===== src/rtl/lif_pkg.sv =====
// Shared types and helpers for the leaky-integrate-and-fire neuron array.
// Holds the reset-mode encoding, default sizing and the saturation helper.
package lif_pkg;

    localparam int W_DEF      = 8;
    localparam int REFRAC_DEF = 2;
    localparam int MAX_W      = 32;

    typedef enum logic {
        RST_ZERO = 1'b0,
        RST_SUB  = 1'b1
    } reset_mode_t;

    // Saturate an unsigned (w+1)-bit sum, carried in a MAX_W+1 container, to 2^w-1.
    function automatic logic [MAX_W-1:0] clamp_w(input logic [MAX_W:0] sum, input int unsigned w);
        logic [MAX_W:0] lim;
        lim = ((MAX_W+1)'(1) << w) - (MAX_W+1)'(1);
        return (sum > lim) ? lim[MAX_W-1:0] : sum[MAX_W-1:0];
    endfunction

endpackage


===== src/rtl/lif_cell.sv =====
// One LIF neuron: leak, saturating integrate, threshold compare, refractory count.
// fire_o is the combinational spike decision for the current step.
module lif_cell
    import lif_pkg::*;
#(
    parameter int W      = W_DEF,
    parameter int REFRAC = REFRAC_DEF,
    parameter int LSW    = $clog2(W) + 1
) (
    input  logic           clk,
    input  logic           rst,
    input  logic           step_i,
    input  logic [W-1:0]   current_i,
    input  logic [W-1:0]   thresh_i,
    input  logic [LSW-1:0] leak_shift_i,
    input  reset_mode_t    reset_mode_i,
    output logic [W-1:0]   state_o,
    output logic           spike_o,
    output logic           fire_o
);

    localparam int RW = (REFRAC > 0) ? $clog2(REFRAC + 1) : 1;

    logic [RW-1:0] refr;
    logic [W-1:0]  leaked;
    logic [W:0]    sum;
    logic [W-1:0]  clamped;
    logic [W-1:0]  state_next;
    logic          refractory;

    // Shift amounts >= W shift everything out, giving zero leak.
    assign leaked     = state_o - (state_o >> leak_shift_i);
    assign sum        = {1'b0, leaked} + {1'b0, current_i};
    assign clamped    = W'(clamp_w((MAX_W+1)'(sum), W));
    assign refractory = (refr != '0);
    assign fire_o     = !refractory && (clamped >= thresh_i);

    // NOTE: every always_comb output gets a default first so no path can infer a latch.
    always_comb begin
        state_next = clamped;
        if (refractory)
            state_next = leaked;
        else if (fire_o)
            state_next = (reset_mode_i == RST_SUB) ? (clamped - thresh_i) : '0;
    end

    // NOTE: sequential state uses non-blocking assignments only, so every register samples pre-edge values.
    always_ff @(posedge clk) begin
        if (rst) begin
            state_o <= '0;
            spike_o <= 1'b0;
            refr    <= '0;
        end else if (step_i) begin
            state_o <= state_next;
            spike_o <= fire_o;
            if (refractory)
                refr <= refr - RW'(1);
            else if (fire_o)
                refr <= RW'(REFRAC);
        end else begin
            spike_o <= 1'b0;
        end
    end

endmodule


===== src/rtl/lif_array.sv =====
// Array of N LIF neurons with an address-event spike output (valid/ready).
// Owns the pending-event vector, the lowest-index priority encoder and overflow.
module lif_array
    import lif_pkg::*;
#(
    parameter int N      = 4,
    parameter int W      = W_DEF,
    parameter int REFRAC = REFRAC_DEF,
    parameter int IDW    = (N > 1) ? $clog2(N) : 1,
    parameter int LSW    = $clog2(W) + 1
) (
    input  logic             clk,
    input  logic             rst,
    input  logic             step_i,
    input  logic [N*W-1:0]   current_i,
    input  logic [W-1:0]     thresh_i,
    input  logic [LSW-1:0]   leak_shift_i,
    input  logic             reset_mode_i,
    output logic [N*W-1:0]   state_o,
    output logic [N-1:0]     spike_o,
    output logic             aer_valid_o,
    output logic [IDW-1:0]   aer_id_o,
    input  logic             aer_ready_i,
    output logic             overflow_o,
    input  logic             clear_ovf_i
);

    logic [N-1:0] fire;
    logic [N-1:0] new_spk;
    logic [N-1:0] pending;
    logic [N-1:0] ack_mask;
    logic [N-1:0] kept;

    for (genvar k = 0; k < N; k++) begin : g_cell
        lif_cell #(
            .W      (W),
            .REFRAC (REFRAC),
            .LSW    (LSW)
        ) u_cell (
            .clk          (clk),
            .rst          (rst),
            .step_i       (step_i),
            .current_i    (current_i[k*W +: W]),
            .thresh_i     (thresh_i),
            .leak_shift_i (leak_shift_i),
            .reset_mode_i (reset_mode_t'(reset_mode_i)),
            .state_o      (state_o[k*W +: W]),
            .spike_o      (spike_o[k]),
            .fire_o       (fire[k])
        );
    end

    assign aer_valid_o = |pending;
    assign new_spk     = step_i ? fire : '0;
    assign kept        = pending & ~ack_mask;

    // Scan high to low so the lowest pending index is the last assignment.
    always_comb begin
        aer_id_o = '0;
        for (int k = N - 1; k >= 0; k--)
            if (pending[k])
                aer_id_o = IDW'(k);
    end

    always_comb begin
        ack_mask = '0;
        if (aer_valid_o && aer_ready_i)
            ack_mask[aer_id_o] = 1'b1;
    end

    // A spike on a still-pending, unacknowledged neuron merges; set beats clear.
    always_ff @(posedge clk) begin
        if (rst) begin
            pending    <= '0;
            overflow_o <= 1'b0;
        end else begin
            pending <= kept | new_spk;
            if (|(new_spk & kept))
                overflow_o <= 1'b1;
            else if (clear_ovf_i)
                overflow_o <= 1'b0;
        end
    end

endmodule

===== config.mk =====
export PLATFORM = sky130hd
export DESIGN_NAME = lif_array
export DESIGN_NICKNAME = d
export VERILOG_FILES = /design/src/rtl/lif_pkg.sv /design/src/rtl/lif_cell.sv /design/src/rtl/lif_array.sv
export SDC_FILE = /design/constraint.sdc
export NUM_CORES = 1
export LEC_CHECK = 0
export BUFFER_PORTS_ARGS = -buffer_cell sky130_fd_sc_hd__buf_2
export CORE_MARGIN = 2
export CORE_UTILIZATION = 61
export DETAILED_ROUTE_END_ITERATION = 6
export GPL_ROUTABILITY_DRIVEN = 1
export GPL_TIMING_DRIVEN = 1
export PLACE_DENSITY = 0.83
export SKIP_CTS_REPAIR_TIMING = 1
export SLEW_MARGIN = 20
export SYNTH_ARGS = -nofsm -noshare
export SYNTH_HDL_FRONTEND = slang
export SYNTH_SLANG_ARGS = --single-unit
export TNS_END_PERCENT = 100

===== constraint.sdc =====
create_clock -name clk -period 7.8 [get_ports clk]
set_input_delay 1.56 -clock clk [delete_from_list [all_inputs] [get_ports clk]]
set_output_delay 1.56 -clock clk [all_outputs]
set_load 0.01 [all_outputs]

Yosys cells after proc, flatten, opt, wreduce, memory -nomap -nowiden
Index checks and enable logic that the tools add are counted.

Magnitude comparators: 10. Add/sub/neg operators: 16. Shift-type cells: 4. Bitwise operators: 5. Muxes and demuxes: 34. Reductions and logical operators: 26.

Operators with widths (count): 8-bit 2-to-1 mux (16); 8-bit subtractor (8); 8-bit by 8-bit adder with 9-bit output (4); 9-bit by 8-bit greater-than comparator with 1-bit output, second input constant (4); 8-bit >= comparator (4); 8-bit by 4-bit >> shifter with 8-bit output (4); 2-bit 2-to-1 mux (12); 2-bit nonzero test (9); 4-bit AND (2); 4-bit 2-to-1 mux (2); 2-bit AND reduction (4); 4-bit OR reduction (2); 2-bit by 1-bit subtractor with 2-bit output, second input constant (4); 1-bit logical AND (6); 1-bit zero test (4); 4-bit inverter (1); 4-bit OR (1); 2-bit by 3-bit less-than comparator with 1-bit output, second input constant (1); 1-bit 2-to-1 mux (3); 1-bit demux with 2-bit select (1); 2-bit by 1-bit >= comparator with 1-bit output, second input constant (1); 2-bit OR reduction (1); 1-bit inverter (1).

Flip-flop bits (word level): 49. Word-level logic and storage cells: 109.

Depth between registers and ports, before layout
Word-level depth: 14. Depth in mapped cells: 28.

Modules after synthesis
A second synthesis with hierarchy kept.

Cell total of the unflattened synthesis: 1009. Area total of the unflattened synthesis: 7937.6 µm².

By module, submodules not included: lif_cell at g_cell[0].u_cell (area each 1964.4 µm², cells an instance 251, instances 1, sequential area each 220.2 µm²); lif_cell at g_cell[1].u_cell (area each 1938.1 µm², cells an instance 247, instances 1, sequential area each 220.2 µm²); lif_cell at g_cell[2].u_cell (area each 1904.3 µm², cells an instance 237, instances 1, sequential area each 220.2 µm²); lif_cell at g_cell[3].u_cell (area each 1890.6 µm², cells an instance 243, instances 1, sequential area each 220.2 µm²); lif_array (area each 240.2 µm², cells an instance 31, instances 1, sequential area each 100.1 µm²).

Worst setup path after synthesis
Ideal clock, no wire load.

Path kind: input -> register. Start: in leak_shift_i[0]. End: reg g_cell[1].u_cell.state_o[5]. Path slack: 1.001 ns. Stages: 24. Arrival: 6.674 ns. Buffers on the path: 2. Path through: clkbuf_1 > buf_2 > mux4_2 > a22oi_1 > or2_2 > ha_1 > o21a_1 > o31a_1 > o21a_1 > nor3_1 > nor2_1 > ha_1 > and2_1 > a221oi_2 > nand2_1 > a31oi_2 > nand3_1 > ha_1 > o21a_1 > o21a_1 > o32ai_4 > or2_1 > a211oi_1 > o41a_1.

Cells in the longest elaborated chain, start to end: 9. Elaborated cells between the ends (all ways): 11. Classes of those cells: add/sub: 3; order compare: 2; shift: 1; mux: 4; reduce/logical: 1.

Ends and longest elaborated chain: from (decl) (line lif_array.sv:17) `input logic [LSW-1:0] leak_shift_i,`; 8-bit by 4-bit >> shifter with 8-bit output (*) (line lif_cell.sv:32) `assign leaked = state_o - (state_o >> leak_shift_i);`; 8-bit subtractor (*) (line lif_cell.sv:32); 8-bit by 8-bit adder with 9-bit output (line lif_cell.sv:33) `assign sum = {1'b0, leaked} + {1'b0, current_i};`; 9-bit by 8-bit greater-than comparator with 1-bit output (line lif_pkg.sv:18) `return (sum > lim) ? lim[MAX_W-1:0] : sum[MAX_W-1:0];`; 8-bit 2-to-1 mux (line lif_pkg.sv:18); 8-bit subtractor / 8-bit >= comparator (equally long branches) (line lif_cell.sv:44, lif_cell.sv:36); 8-bit 2-to-1 mux / 1-bit logical AND (equally long branches) (line lif_cell.sv:44, lif_cell.sv:36); 8-bit 2-to-1 mux (line lif_cell.sv:43) `else if (fire_o)`; 8-bit 2-to-1 mux (*) (line lif_cell.sv:41) `if (refractory)`; to (signal assigned) (line lif_cell.sv:54) `state_o <= state_next;`; to (decl) (line lif_cell.sv:17) `output logic [W-1:0] state_o,`.

Every way passes the cells marked *; elsewhere a longest branch is shown, timed or not. A chain may end at the register's enable or synchronous reset.

Worst setup path after layout
Start: in leak_shift_i[0]. End: reg g_cell[3].u_cell.refr[1].

Cells in the longest elaborated chain, start to end: 9.

Ends and longest elaborated chain: 8-bit by 4-bit >> shifter with 8-bit output (*) (line lif_cell.sv:32); 8-bit subtractor (*) (line lif_cell.sv:32); 8-bit by 8-bit adder with 9-bit output (*) (line lif_cell.sv:33); 9-bit by 8-bit greater-than comparator with 1-bit output (line lif_pkg.sv:18); 8-bit 2-to-1 mux (*) (line lif_pkg.sv:18); 8-bit >= comparator (*) (line lif_cell.sv:36) `assign fire_o = !refractory && (clamped >= thresh_i);`; 1-bit logical AND (*) (line lif_cell.sv:36); 2-bit nonzero test (no line) (*); 2-bit AND reduction (no line) (*); to (signal assigned) (line lif_cell.sv:57) `refr <= refr - RW'(1);`; to (signal assigned) (line lif_cell.sv:59) `refr <= RW'(REFRAC);`; to (decl) (line lif_cell.sv:24) `logic [RW-1:0] refr;`.

Marked as above.

==> results by group <==
Yosys
  • Post-Synthesis Cells: 998
  • Post-synth ARST share: 0%
  • Post-Syn Area: 7880 um^2
  • Share of the synthesized area in the top cell type: 16.5%
  • EDFF count, synth: 0
  • Synth area leader: ha_1
  • Main area contributors after synthesis: ha_1 (17%), dfxtp_1 (12%), nor2_1 (4.0%)
  • Syn Nets: 1164
  • #FFs+latches synth: 49
  • Avg Cell Area, Syn: 7.90 um^2
  • Unique masters post-synth: 93
  • Main synth FF type: dfxtp_1
  • Synth warn: 0
  • Sequential area share after synthesis: 12.4%

Place
  • Final GP Congestion: 0.936
  • Area post-placement: 8400 um^2
  • Detailed Place HPWL: 18.1 mm
  • Port Buf Inserts: 89

Finish
  • FF+latch area: 981 um^2
  • Area of the multi-input gates: 6400 um^2
  • Post-layout util: 67.8%
  • Share of layout cells above drive strength 1: 15.9%
  • Area grow syn2layout: 8.57%
  • Post-route cell area: 8560 um^2
  • Most common cell after layout, fill and taps aside: ha_1
  • Final net count: 1232
  • # fillers: 1104
  • Most frequent cells in the layout: ha_1 (104), buf_2 (89), nor2_1 (84)
  • Antenna fix cells: 0

Drt
  • Met3 WL: 2.23 mm
  • Met2 Routed Length: 10.5 mm
  • Routed Antenna Nets: 0
  • WL final: 23.6 mm
  • 1st-pass router iterations: 7
  • DR vias/cell: 6.69
  • Vias: 8293
  • WL per Instance: 19.0 um
  • DRT iter0 DRCs: 935
  • Metal-1 WL: 10.2 mm
  • DRC: 0
  • DR top layer: met4

Timing
  • Slew @ Worst Pin: 0.783 ns
  • RSZ-0062 raised after global routing: false
  • Slew margin rel.: 47.4%
  • Tcrit/Tclk final: 93.1%
  • Tmin final: 7.26 ns
  • Fmax: 0.138 GHz
  • Setup TNS: 0 ns
  • Hold Violations, Final: 0
  • Max-slew violation count: 0
  • Setup violators final: 0
  • Clk_skew: 0.00746 ns

Hold path
  • Hold crit path type: register to register
  • Hold_sp: g_cell[3].u_cell.refr[0]$_SDFFE_PP0P_
  • Hold path cells: 2
  • Hold endpoint: g_cell[3].u_cell.refr[0]$_SDFFE_PP0P_

Die
  • Die area: 13800 um^2
  • Core Footprint: 12600 um^2
  • Row count: 41
  • Io pins: 90
  • Die W: 118 um
  • Initial Util: 62.5%
  • Die height: 118 um

Clock network
  • Clk buf depth: 2
  • Clk sinks: 49
  • CTS tree: done
  • H-tree levels: 2
  • CTS clock-pin slew for the worst setup and hold paths: 0.07 ns
  • Clk_lat worst skew: 0.30 ns
  • Clock Tree Root: clkbuf_16
  • Total CTS buffers: 5

Global route
  • Number of global-route vias before repair: 7584
  • Initial antenna violation count: 0
  • Largest net degree at the start of global routing: 46
  • Overflow after GRT: 0
  • All-Layer GR Usage: 33.2%
  • Global-route wire length before repair: 38.0 mm

Outcome
  • Status: completed

Critical path
  • FF-to-FF Start: g_cell[0].u_cell.state_o[6]$_SDFFE_PP0P_
  • CP arrival: 7.45 ns
  • R2R depth: 22
  • End of the worst register-to-register path: overflow_o$_SDFFE_PP0P_
  • Crit. End Element: register
  • Critical path class: input port to register
  • CP max FO: 14
  • Critical Path Start Type: input port
  • FF-to-FF setup slack: 1.80 ns
  • CP required: 7.99 ns

Job
  • Max Cap Viol: 0
-- area by class of cell --
cell class	count	area share, %
clock buffer	6	1.62
clock inverter	2	0.161
multi-input combinational	833	74.8
tap	172	2.51
sequential	49	11.5
timing repair buffer	97	5.91
inverter	80	3.51
-- routing by layer --
layer / up-vias / track usage [%]
met1: 3867 / 47.0
met2: 453 / 52.9
met5: - / 0
li1: 3906 / -
met4: 0 / 10.5
met3: 67 / 3.54
-- sequential cells by signal, summed over array words and instances (netlist names) --
| register | count |
|---|---|
| g_cell.u_cell.refr | 8 |
| g_cell.u_cell.state_o | 32 |
| overflow_o | 1 |
| pending | 4 |
| g_cell.u_cell.spike_o | 4 |
-- cell usage after synthesis, types with 10 or more instances --
master and number:
a21o_1 13, mux4_2 12, mux2i_1 23, nand3_1 21, o31a_1 13, a21oi_1 35, ha_1 104, o21ai_0 62
xor2_1 16, fa_1 12, o21a_1 36, a22oi_1 10, a31oi_1 17, clkbuf_1 22, nand2_1 66, xnor2_1 15
nor3_1 28, a211oi_1 34, inv_1 79, or2_2 16, nand4_1 11, dfxtp_1 49, nor2_1 85, nor2b_1 29
-- per-stage QoR --
step,hold slack (ns),cells,setup WS [ns]
finish,0.467,1239,0.539
global route,0.502,1239,0.125
CTS,0.469,1239,0.633
detailed placement,0.457,1231,0.336
global placement,0.445,1231,0.404
floorplan,0.435,998,1.00
-- worst max path at each step --
| stage | slack [ns] | end | start |
|---|---|---|---|
| 3_3_place_gp | 0.40 | g_cell[3].u_cell.refr[1]$_SDFFE_PP0P_ | leak_shift_i[0] |
| 4_1_cts | 0.63 | g_cell[3].u_cell.refr[1]$_SDFFE_PP0P_ | leak_shift_i[0] |
| 5_1_grt | 0.12 | g_cell[3].u_cell.refr[1]$_SDFFE_PP0P_ | leak_shift_i[0] |
| 2_1_floorplan | 1.00 | g_cell[1].u_cell.state_o[5]$_SDFFE_PP0P_ | leak_shift_i[0] |
| 3_5_place_dp | 0.34 | g_cell[3].u_cell.refr[1]$_SDFFE_PP0P_ | leak_shift_i[0] |
| 6_report | 0.54 | g_cell[3].u_cell.refr[1]$_SDFFE_PP0P_ | leak_shift_i[0] |
-- critical path, cell delays in order --
cell and delay, ns:
buf_2 0.32, buf_4 0.26, mux2i_1 0.11, o21ai_0 0.27, mux2i_1 0.12, or2_2 0.33, ha_1 0.27, nor2b_1 0.15
o21ai_0 0.21, nand2b_1 0.10, xor2_1 0.26, ha_1 0.35, o21a_1 0.21, o31a_1 0.14, o211ai_2 0.33, nor3b_1 0.37
ha_1 0.26, fa_1 0.22, and2b_2 0.24, o31a_4 0.30, o22ai_2 0.23, a21o_1 0.36, a21oi_2 0.13, mux2_1 0.33
-- cells by family (layout without fill, tap and decap cells) --
family / after synthesis / after routing / share of synthesized area (%)
AO/OA/AOI/OAI: 328 / 328 / 30.5
XOR/XNOR: 31 / 31 / 3.44
adder cells (fa/ha/maj): 116 / 116 / 19.6
buffers and inverters: 116 / 185 / 6.35
flip-flops: 49 / 49 / 12.4
multiplexers: 44 / 44 / 7.63
AND/OR/NAND/NOR: 314 / 314 / 20.1
Power is not shown: default switching activity piles up to over one toggle a cycle in this logic, so the estimate is an artifact.
